`src/rtl/systolic_pkg.sv`:
```
// Shared types and constants for the systolic operand sequencer.
package systolic_pkg;

  typedef enum logic [1:0] {
    StIdle,
    StLoad,
    StStream,
    StDrain
  } state_e;

  localparam logic MODE_OS = 1'b0;
  localparam logic MODE_WS = 1'b1;

  // Cycles the array needs to flush after the last enabled vector.
  function automatic int unsigned drain_cycles(int unsigned rows, int unsigned cols);
    return rows + cols;
  endfunction

endpackage

```
`src/rtl/systolic_operand_sequencer_if.sv`:
```
// Command, operand-buffer read and skew-stage signals of the operand sequencer.
interface systolic_operand_sequencer_if #(
  parameter int unsigned DATA_WIDTH = 8,
  parameter int unsigned ROWS       = 8,
  parameter int unsigned COLS       = 8,
  parameter int unsigned ADDR_WIDTH = 8
) ();

  logic                       start;
  logic                       mode;
  logic [ADDR_WIDTH:0]        k_len;
  logic                       busy;
  logic                       done;
  logic                       a_rd_en;
  logic [ADDR_WIDTH-1:0]      a_rd_addr;
  logic [ROWS*DATA_WIDTH-1:0] a_rd_data;
  logic                       b_rd_en;
  logic [ADDR_WIDTH-1:0]      b_rd_addr;
  logic [COLS*DATA_WIDTH-1:0] b_rd_data;
  logic                       enable;
  logic                       load;
  logic                       data_flow;
  logic [ROWS*DATA_WIDTH-1:0] a;
  logic [COLS*DATA_WIDTH-1:0] b;

  modport master (
    output start, mode, k_len, a_rd_data, b_rd_data,
    input  busy, done, a_rd_en, a_rd_addr, b_rd_en, b_rd_addr, enable, load, data_flow, a, b
  );

  modport slave (
    input  start, mode, k_len, a_rd_data, b_rd_data,
    output busy, done, a_rd_en, a_rd_addr, b_rd_en, b_rd_addr, enable, load, data_flow, a, b
  );

endinterface

```
`src/rtl/operand_read_pipe.sv`:
```
// Tracks a synchronous-read buffer access and registers the returned vector;
// the output is zero whenever no read result is being presented.
module operand_read_pipe #(
  parameter int unsigned WIDTH = 64
) (
  input  logic             i_clk,
  input  logic             i_rst_n,
  input  logic             i_rd_en,
  input  logic [WIDTH-1:0] i_rd_data,
  output logic             o_vld,
  output logic [WIDTH-1:0] o_data
);

  logic             r_rd_pend;
  logic             r_vld;
  logic [WIDTH-1:0] r_data;

  always_ff @(posedge i_clk or negedge i_rst_n) begin
    if (!i_rst_n) begin
      r_rd_pend <= 1'b0;
      r_vld     <= 1'b0;
      r_data    <= '0;
    end else begin
      r_rd_pend <= i_rd_en;
      r_vld     <= r_rd_pend;
      r_data    <= r_rd_pend ? i_rd_data : '0;
    end
  end

  assign o_vld  = r_vld;
  assign o_data = r_data;

endmodule

```
`src/rtl/systolic_operand_sequencer.sv`:
```
// Reads A/B operand buffers on a start command and drives the systolic skew stage
// with phased enable/load/data; OS streams A and B together, WS preloads B first.
module systolic_operand_sequencer
  import systolic_pkg::*;
#(
  parameter int unsigned DATA_WIDTH = 8,
  parameter int unsigned ROWS       = 8,
  parameter int unsigned COLS       = 8,
  parameter int unsigned K_MAX      = 256,
  parameter int unsigned ADDR_WIDTH = 8
) (
  input logic                       i_clk,
  input logic                       i_rst_n,
  systolic_operand_sequencer_if.slave if_seq
);

  // Drain is counted from the last read, so it also covers the 2-cycle read-to-output latency.
  localparam int unsigned DRAIN_LAST = drain_cycles(ROWS, COLS) + 2;
  localparam int unsigned CNT_MAX_0  = (K_MAX > ROWS) ? K_MAX : ROWS;
  localparam int unsigned CNT_MAX    = (CNT_MAX_0 > DRAIN_LAST) ? CNT_MAX_0 : DRAIN_LAST;
  localparam int unsigned CNT_W      = $clog2(CNT_MAX + 1);
  localparam logic [ADDR_WIDTH:0] K_SAT = (ADDR_WIDTH + 1)'(K_MAX);

  state_e                     r_state, w_state_d;
  logic [CNT_W-1:0]           r_cnt, w_cnt_d;
  logic [ADDR_WIDTH:0]        r_k_len, w_k_sat;
  logic                       r_busy, r_done, r_load, r_data_flow;
  logic                       r_a_rd_en, r_b_rd_en, r_b_rd_q;
  logic [ADDR_WIDTH-1:0]      r_rd_addr;
  logic                       w_accept, w_ws_d, w_a_rd_en_d, w_b_rd_en_d;
  logic                       w_a_vld, w_b_vld;
  logic [ROWS*DATA_WIDTH-1:0] w_a_data;
  logic [COLS*DATA_WIDTH-1:0] w_b_data;

  assign w_accept = if_seq.start & ~r_busy;
  assign w_k_sat  = (if_seq.k_len > K_SAT) ? K_SAT : if_seq.k_len;

  always_ff @(posedge i_clk or negedge i_rst_n) begin
    if (!i_rst_n) begin
      r_state <= StIdle;
      r_cnt   <= '0;
    end else begin
      r_state <= w_state_d;
      r_cnt   <= w_cnt_d;
    end
  end

  // LOAD spends ROWS read cycles plus one idle cycle before A streaming starts.
  always_comb begin
    w_state_d = r_state;
    w_cnt_d   = r_cnt;
    unique case (r_state)
      StIdle: begin
        if (w_accept) begin
          w_cnt_d = '0;
          if (if_seq.mode == MODE_WS)  w_state_d = StLoad;
          else if (w_k_sat == '0)      w_state_d = StDrain;
          else                         w_state_d = StStream;
        end
      end
      StLoad: begin
        if (r_cnt == CNT_W'(ROWS)) begin
          w_cnt_d   = '0;
          w_state_d = (r_k_len == '0) ? StDrain : StStream;
        end else begin
          w_cnt_d = r_cnt + CNT_W'(1);
        end
      end
      StStream: begin
        if (r_cnt + CNT_W'(1) == CNT_W'(r_k_len)) begin
          w_cnt_d   = '0;
          w_state_d = StDrain;
        end else begin
          w_cnt_d = r_cnt + CNT_W'(1);
        end
      end
      StDrain: begin
        if (r_cnt == CNT_W'(DRAIN_LAST)) begin
          w_cnt_d   = '0;
          w_state_d = StIdle;
        end else begin
          w_cnt_d = r_cnt + CNT_W'(1);
        end
      end
      default: begin
        w_cnt_d   = '0;
        w_state_d = StIdle;
      end
    endcase
  end

  always_comb begin
    w_ws_d      = w_accept ? if_seq.mode : r_data_flow;
    w_a_rd_en_d = (w_state_d == StStream);
    w_b_rd_en_d = ((w_state_d == StStream) && (w_ws_d == MODE_OS)) ||
                  ((w_state_d == StLoad) && (w_cnt_d < CNT_W'(ROWS)));
  end

  // Read ports are registered from next-state so address i appears in the cycle counted as i.
  always_ff @(posedge i_clk or negedge i_rst_n) begin
    if (!i_rst_n) begin
      r_k_len     <= '0;
      r_busy      <= 1'b0;
      r_done      <= 1'b0;
      r_a_rd_en   <= 1'b0;
      r_b_rd_en   <= 1'b0;
      r_rd_addr   <= '0;
      r_data_flow <= 1'b0;
      r_b_rd_q    <= 1'b0;
      r_load      <= 1'b0;
    end else begin
      if (w_accept) r_k_len <= w_k_sat;
      r_busy      <= (w_state_d != StIdle);
      r_done      <= (w_state_d == StDrain) && (w_cnt_d == CNT_W'(DRAIN_LAST));
      r_a_rd_en   <= w_a_rd_en_d;
      r_b_rd_en   <= w_b_rd_en_d;
      r_rd_addr   <= (w_a_rd_en_d | w_b_rd_en_d) ? w_cnt_d[ADDR_WIDTH-1:0] : '0;
      r_data_flow <= w_ws_d;
      r_b_rd_q    <= r_b_rd_en;
      // Stretch load one cycle past the last weight for the skew stage's bypass register.
      r_load      <= r_data_flow & (r_b_rd_q | w_b_vld);
    end
  end

  operand_read_pipe #(
    .WIDTH(ROWS * DATA_WIDTH)
  ) u_a_pipe (
    .i_clk    (i_clk),
    .i_rst_n  (i_rst_n),
    .i_rd_en  (r_a_rd_en),
    .i_rd_data(if_seq.a_rd_data),
    .o_vld    (w_a_vld),
    .o_data   (w_a_data)
  );

  operand_read_pipe #(
    .WIDTH(COLS * DATA_WIDTH)
  ) u_b_pipe (
    .i_clk    (i_clk),
    .i_rst_n  (i_rst_n),
    .i_rd_en  (r_b_rd_en),
    .i_rd_data(if_seq.b_rd_data),
    .o_vld    (w_b_vld),
    .o_data   (w_b_data)
  );

  assign if_seq.busy      = r_busy;
  assign if_seq.done      = r_done;
  assign if_seq.a_rd_en   = r_a_rd_en;
  assign if_seq.a_rd_addr = r_rd_addr;
  assign if_seq.b_rd_en   = r_b_rd_en;
  assign if_seq.b_rd_addr = r_rd_addr;
  assign if_seq.enable    = w_a_vld;
  assign if_seq.load      = r_load;
  assign if_seq.data_flow = r_data_flow;
  assign if_seq.a         = w_a_data;
  assign if_seq.b         = w_b_data;

endmodule
```
`src/flat_wrapper.sv`:
```
// flat-port wrapper written by rule: the top's interface ports become plain ports
module systolic_operand_sequencer_flat import systolic_pkg::*;
#(
  parameter int unsigned DATA_WIDTH = 8,
  parameter int unsigned ROWS       = 8,
  parameter int unsigned COLS       = 8,
  parameter int unsigned K_MAX      = 256,
  parameter int unsigned ADDR_WIDTH = 8
)
  (i_clk, i_rst_n, if_seq_start, if_seq_mode, if_seq_k_len, if_seq_a_rd_data, if_seq_b_rd_data, if_seq_busy, if_seq_done, if_seq_a_rd_en, if_seq_a_rd_addr, if_seq_b_rd_en, if_seq_b_rd_addr, if_seq_enable, if_seq_load, if_seq_data_flow, if_seq_a, if_seq_b);
  systolic_operand_sequencer_if #(.DATA_WIDTH(DATA_WIDTH), .ROWS(ROWS), .COLS(COLS), .ADDR_WIDTH(ADDR_WIDTH)) if_seq_i ();
  input logic i_clk;
  input logic i_rst_n;
  input wire logic [$bits(if_seq_i.start)-1:0] if_seq_start;
  input wire logic [$bits(if_seq_i.mode)-1:0] if_seq_mode;
  input wire logic [$bits(if_seq_i.k_len)-1:0] if_seq_k_len;
  input wire logic [$bits(if_seq_i.a_rd_data)-1:0] if_seq_a_rd_data;
  input wire logic [$bits(if_seq_i.b_rd_data)-1:0] if_seq_b_rd_data;
  output wire logic [$bits(if_seq_i.busy)-1:0] if_seq_busy;
  output wire logic [$bits(if_seq_i.done)-1:0] if_seq_done;
  output wire logic [$bits(if_seq_i.a_rd_en)-1:0] if_seq_a_rd_en;
  output wire logic [$bits(if_seq_i.a_rd_addr)-1:0] if_seq_a_rd_addr;
  output wire logic [$bits(if_seq_i.b_rd_en)-1:0] if_seq_b_rd_en;
  output wire logic [$bits(if_seq_i.b_rd_addr)-1:0] if_seq_b_rd_addr;
  output wire logic [$bits(if_seq_i.enable)-1:0] if_seq_enable;
  output wire logic [$bits(if_seq_i.load)-1:0] if_seq_load;
  output wire logic [$bits(if_seq_i.data_flow)-1:0] if_seq_data_flow;
  output wire logic [$bits(if_seq_i.a)-1:0] if_seq_a;
  output wire logic [$bits(if_seq_i.b)-1:0] if_seq_b;
  assign if_seq_i.start = if_seq_start;
  assign if_seq_i.mode = if_seq_mode;
  assign if_seq_i.k_len = if_seq_k_len;
  assign if_seq_i.a_rd_data = if_seq_a_rd_data;
  assign if_seq_i.b_rd_data = if_seq_b_rd_data;
  assign if_seq_busy = if_seq_i.busy;
  assign if_seq_done = if_seq_i.done;
  assign if_seq_a_rd_en = if_seq_i.a_rd_en;
  assign if_seq_a_rd_addr = if_seq_i.a_rd_addr;
  assign if_seq_b_rd_en = if_seq_i.b_rd_en;
  assign if_seq_b_rd_addr = if_seq_i.b_rd_addr;
  assign if_seq_enable = if_seq_i.enable;
  assign if_seq_load = if_seq_i.load;
  assign if_seq_data_flow = if_seq_i.data_flow;
  assign if_seq_a = if_seq_i.a;
  assign if_seq_b = if_seq_i.b;
  systolic_operand_sequencer #(.DATA_WIDTH(DATA_WIDTH), .ROWS(ROWS), .COLS(COLS), .K_MAX(K_MAX), .ADDR_WIDTH(ADDR_WIDTH)) u_core (.i_clk(i_clk), .i_rst_n(i_rst_n), .if_seq(if_seq_i));
endmodule
```
`config.mk`:
```
export PLATFORM = sky130hd
export DESIGN_NAME = systolic_operand_sequencer_flat
export DESIGN_NICKNAME = d
export VERILOG_FILES = /design/src/rtl/systolic_pkg.sv /design/src/rtl/systolic_operand_sequencer_if.sv /design/src/rtl/operand_read_pipe.sv /design/src/rtl/systolic_operand_sequencer.sv /design/src/flat_wrapper.sv
export SDC_FILE = /design/constraint.sdc
export NUM_CORES = 1
export LEC_CHECK = 0
export CELL_PAD_IN_SITES_DETAIL_PLACEMENT = 1
export CELL_PAD_IN_SITES_GLOBAL_PLACEMENT = 2
export CORE_UTILIZATION = 28
export CTS_CLUSTER_SIZE = 30
export DETAILED_ROUTE_END_ITERATION = 6
export GPL_TIMING_DRIVEN = 0
export PLACE_DENSITY_LB_ADDON = 0.1
export SETUP_SLACK_MARGIN = 0.05
export SLEW_MARGIN = 20
export SYNTH_ARGS = -nofsm -noshare
export SYNTH_HDL_FRONTEND = slang
export SYNTH_HIERARCHICAL = 1
export SYNTH_SLANG_ARGS = --single-unit
```
`constraint.sdc`:
```
create_clock -name i_clk -period 4.52 [get_ports i_clk]
set_clock_uncertainty 0.2 [all_clocks]
set_input_delay 0.904 -clock i_clk [delete_from_list [all_inputs] [get_ports i_clk]]
set_output_delay 0.904 -clock i_clk [all_outputs]
set_load 0.005 [all_outputs]
```
==> results_dict.tcl <==
set metrics [dict create \
    hold_path.class "flop to flop" \
    coreArea_mm2 0.0226 \
    syn_inst 493 \
    die_x_um 154 \
    grt_max_degree 64 \
    grt_pass1_wl_mm 32.4 \
    hold_viol 0 \
    wire_per_inst_um 19.0 \
    finish.utilization_pct 45.8 \
    viasPerCell 4.37 \
    vias 4819 \
    antenna_left 0 \
    worstSkewPairLatency_ns 0.43 \
    firstDrtPassIters 4 \
    rsz0062_at_grt "no" \
    power.share.sequential_pct 37.5 \
    r2r_cells 10 \
    r2r_slack_ns 1.08 \
    pwr-share-clk_pct 25.4 \
    wl_met1_mm 8.10 \
    synth.top_cell.area_share_pct 64.6 \
    grt_overflow 0 \
    cts.hold.buffers_added 0 \
    p_sw_mw 1.74 \
    num_rows 55 \
    crit_type "flop to flop" \
    die_h_um 154 \
    reg2reg_to "u_core/if_seq.done" \
    switching_share_pct 30.7 \
    p_leak_nw 4.52 \
    drv_cap 0 \
    syn_avg_cell_area_um2 13.1 \
    setup_viol 0 \
    route.met3.wl_mm 1.51 \
    drc 0 \
    cp-end-kind "flop" \
    ys.flop_type "dfrtp_1" \
    yosysTopAreaCell "dfrtp_1" \
    htreeDepth 4 \
    dieArea_mm2 0.0237 \
    ir_drop_mv 0.218 \
    ys_warn_count 6 \
    cts_root_buf "clkbuf_16" \
    numCtsBuffers 17 \
    cts_tree "done" \
    cts_resized 0 \
    synth_area_leaders "dfrtp_1 (65%), and2_2 (15%), o21ai_0 (1.5%)" \
    syn_to_final_growth_pct 60.3 \
    place_congestion 0.801 \
    min-delay-start "u_core/if_seq.a_rd_en" \
    max-slew-margin-rel_pct 52.6 \
    port_buffers 290 \
    finalWirelength_mm 21.0 \
    power.density_mw_per_mm2 546 \
    worst_pin_slew_ns 0.710 \
    clock_path_buffers 2 \
    synth_nets 637 \
    routed.top_layer "met5" \
    timing.rr.start "u_core/r_cnt[1]" \
    dp_hpwl_mm 16.2 \
    holdPathEnd "u_core/u_a_pipe/r_rd_pend" \
    final_cell_area_mm2 0.0104 \
    clkSinkCount 167 \
    drive_above_1_share_pct 25.8 \
    dpl_cell_area_mm2 0.00979 \
    drtIter0Drc 144 \
    power_frac_comb_pct 37.1 \
    maxSlewViolCount 0 \
    cp_max_fo 10 \
    track_usage_pct 18.4 \
    synthArstFlopShare_pct 100 \
    period_minus_slack_ns 3.44 \
    yosysSeqAreaShare_pct 64.6 \
    nets 948 \
    p_int_mw 3.92 \
    synth_cell_type_count 60 \
    cp.arrival_ns 3.57 \
    fin_crit_sh_pct 76.2 \
    synth_area_mm2 0.00647 \
    ys_top_cells_by_count "dfrtp_1 (167), and2_2 (128), o21ai_0 (20), nand2_1 (19), nor2_1 (19)" \
    yosysMostFrequentCell "dfrtp_1" \
    holdPathStages 0 \
    grt_pass1_vias 5265 \
    antenna_found_initial 2 \
    path_clk_slew_ns 0.06 \
    cp.required_ns 4.64 \
    post_cts_buffers 0 \
    start_util_pct 28.6 \
    num_io_pins 292 \
    clock.fmax_ghz 0.290 \
    finalPower_mw 5.66 \
    synth_edf_count 0 \
    critPathLaunchType "flop" \
    ys_ff_latch 167 \
    outcome "finished, final reports clean" \
    wl_met2_mm 11.0 \
]
==> how the worst max path moves through the flow <==
stage	to	slack [ns]	from	cells after the start
2_1_floorplan	u_core/if_seq.a_rd_addr[2]	1.57	u_core/r_cnt[1]	10
5_1_grt	u_core/if_seq.done	0.87	u_core/r_cnt[1]	9
4_1_cts	u_core/if_seq.a_rd_addr[1]	1.03	u_core/r_cnt[1]	10
3_5_place_dp	u_core/if_seq.a_rd_addr[1]	1.06	u_core/r_cnt[1]	10
6_report	u_core/if_seq.done	1.08	u_core/r_cnt[1]	10
3_3_place_gp	u_core/u_b_pipe/o_data[51]	-4.58	i_rst_n	1
==> kinds of logic after synthesis <==
group / after synthesis / share of synthesized area [%]
DFF: 167 / 64.6
adders and majority gates: 3 / 0.580
AOI/OAI and AO/OA: 54 / 5.91
and+or+nand+nor: 215 / 22.5
xor gates and xnor gates: 15 / 2.24
buffers and inverters: 37 / 3.87
muxes: 2 / 0.348
==> routing by layer <==
layer	global-route usage [%]	vias to the layer above
met5	0	-
met4	6.71	2
met3	5.78	26
met2	32.7	162
met1	20.6	2405
li1	-	2224
==> per-stage QoR <==
step	setup WS, ns	hold WS, ns	instances	TNS, ns
finish	1.08	0.170	1103	0
global route	0.869	0.185	1103	0
CTS	1.03	0.164	1102	0
detailed placement	1.06	0.160	1070	0
global placement	-4.58	0.163	1068	-760.79
floorplan	1.57	0.176	493	0
==> power by group through the flow <==
stage / logic [mW] / registers, mW / clock network, mW
finish: 2.10 / 2.12 / 1.44
global route: 2.29 / 2.17 / 1.55
CTS: 2.15 / 2.14 / 1.48
detailed placement: 2.14 / 2.17 / 0
global placement: 2.09 / 2.15 / 0
floorplan: 0.915 / 2.14 / 0
==> layout make-up <==
type,instances,area (um^2)
repair buffers,292,2960
clock inverters,13,136
plain buffers,34,239
flip-flops and latches,167,4180
well taps,285,357
fillers,2369,12300
diodes,1,2.50
clock buffers,19,443
inverters,3,11.3
multi-input cells,289,2040
==> critical path: stages (launching register included) <==
cell       delay, ns
dfrtp_1         0.48
ha_1            0.33
and3_1          0.20
buf_6           0.15
or4_4           0.51
o22ai_2         0.16
nor3_2          0.09
o32ai_4         0.55
buf_6           0.22
o2111ai_1       0.16
nor3b_1         0.29
==> flip-flops by register name, summed over array words and instances, names as in the netlist, 2 cells and up <==
signal,flops
u_core/u_b_pipe/o_data,64
u_core/r_k_len,9
u_core/if_seq.a_rd_addr,8
u_core/r_cnt,9
u_core/r_state,2
u_core/u_a_pipe/o_data,64
==> layout by cell type, fill, tap and decap left out, types with 4 or more instances in the layout <==
cell,Yosys,layout
o31ai_1,4,4
dfrtp_1,167,167
buf_6,4,4
a21oi_1,8,8
nor2_1,19,19
o21ai_0,20,20
clkbuf_16,0,17
nand3_1,4,4
clkbuf_2,12,12
nand2_1,19,19
and2_2,128,128
clkinv_4,0,4
nand2b_1,10,10
clkdlybuf4s50_1,0,289
nor3_1,7,7
nor4_1,5,5
buf_4,10,10
xnor2_1,11,11
No activity file was read; power rests on OpenSTA's default activity.
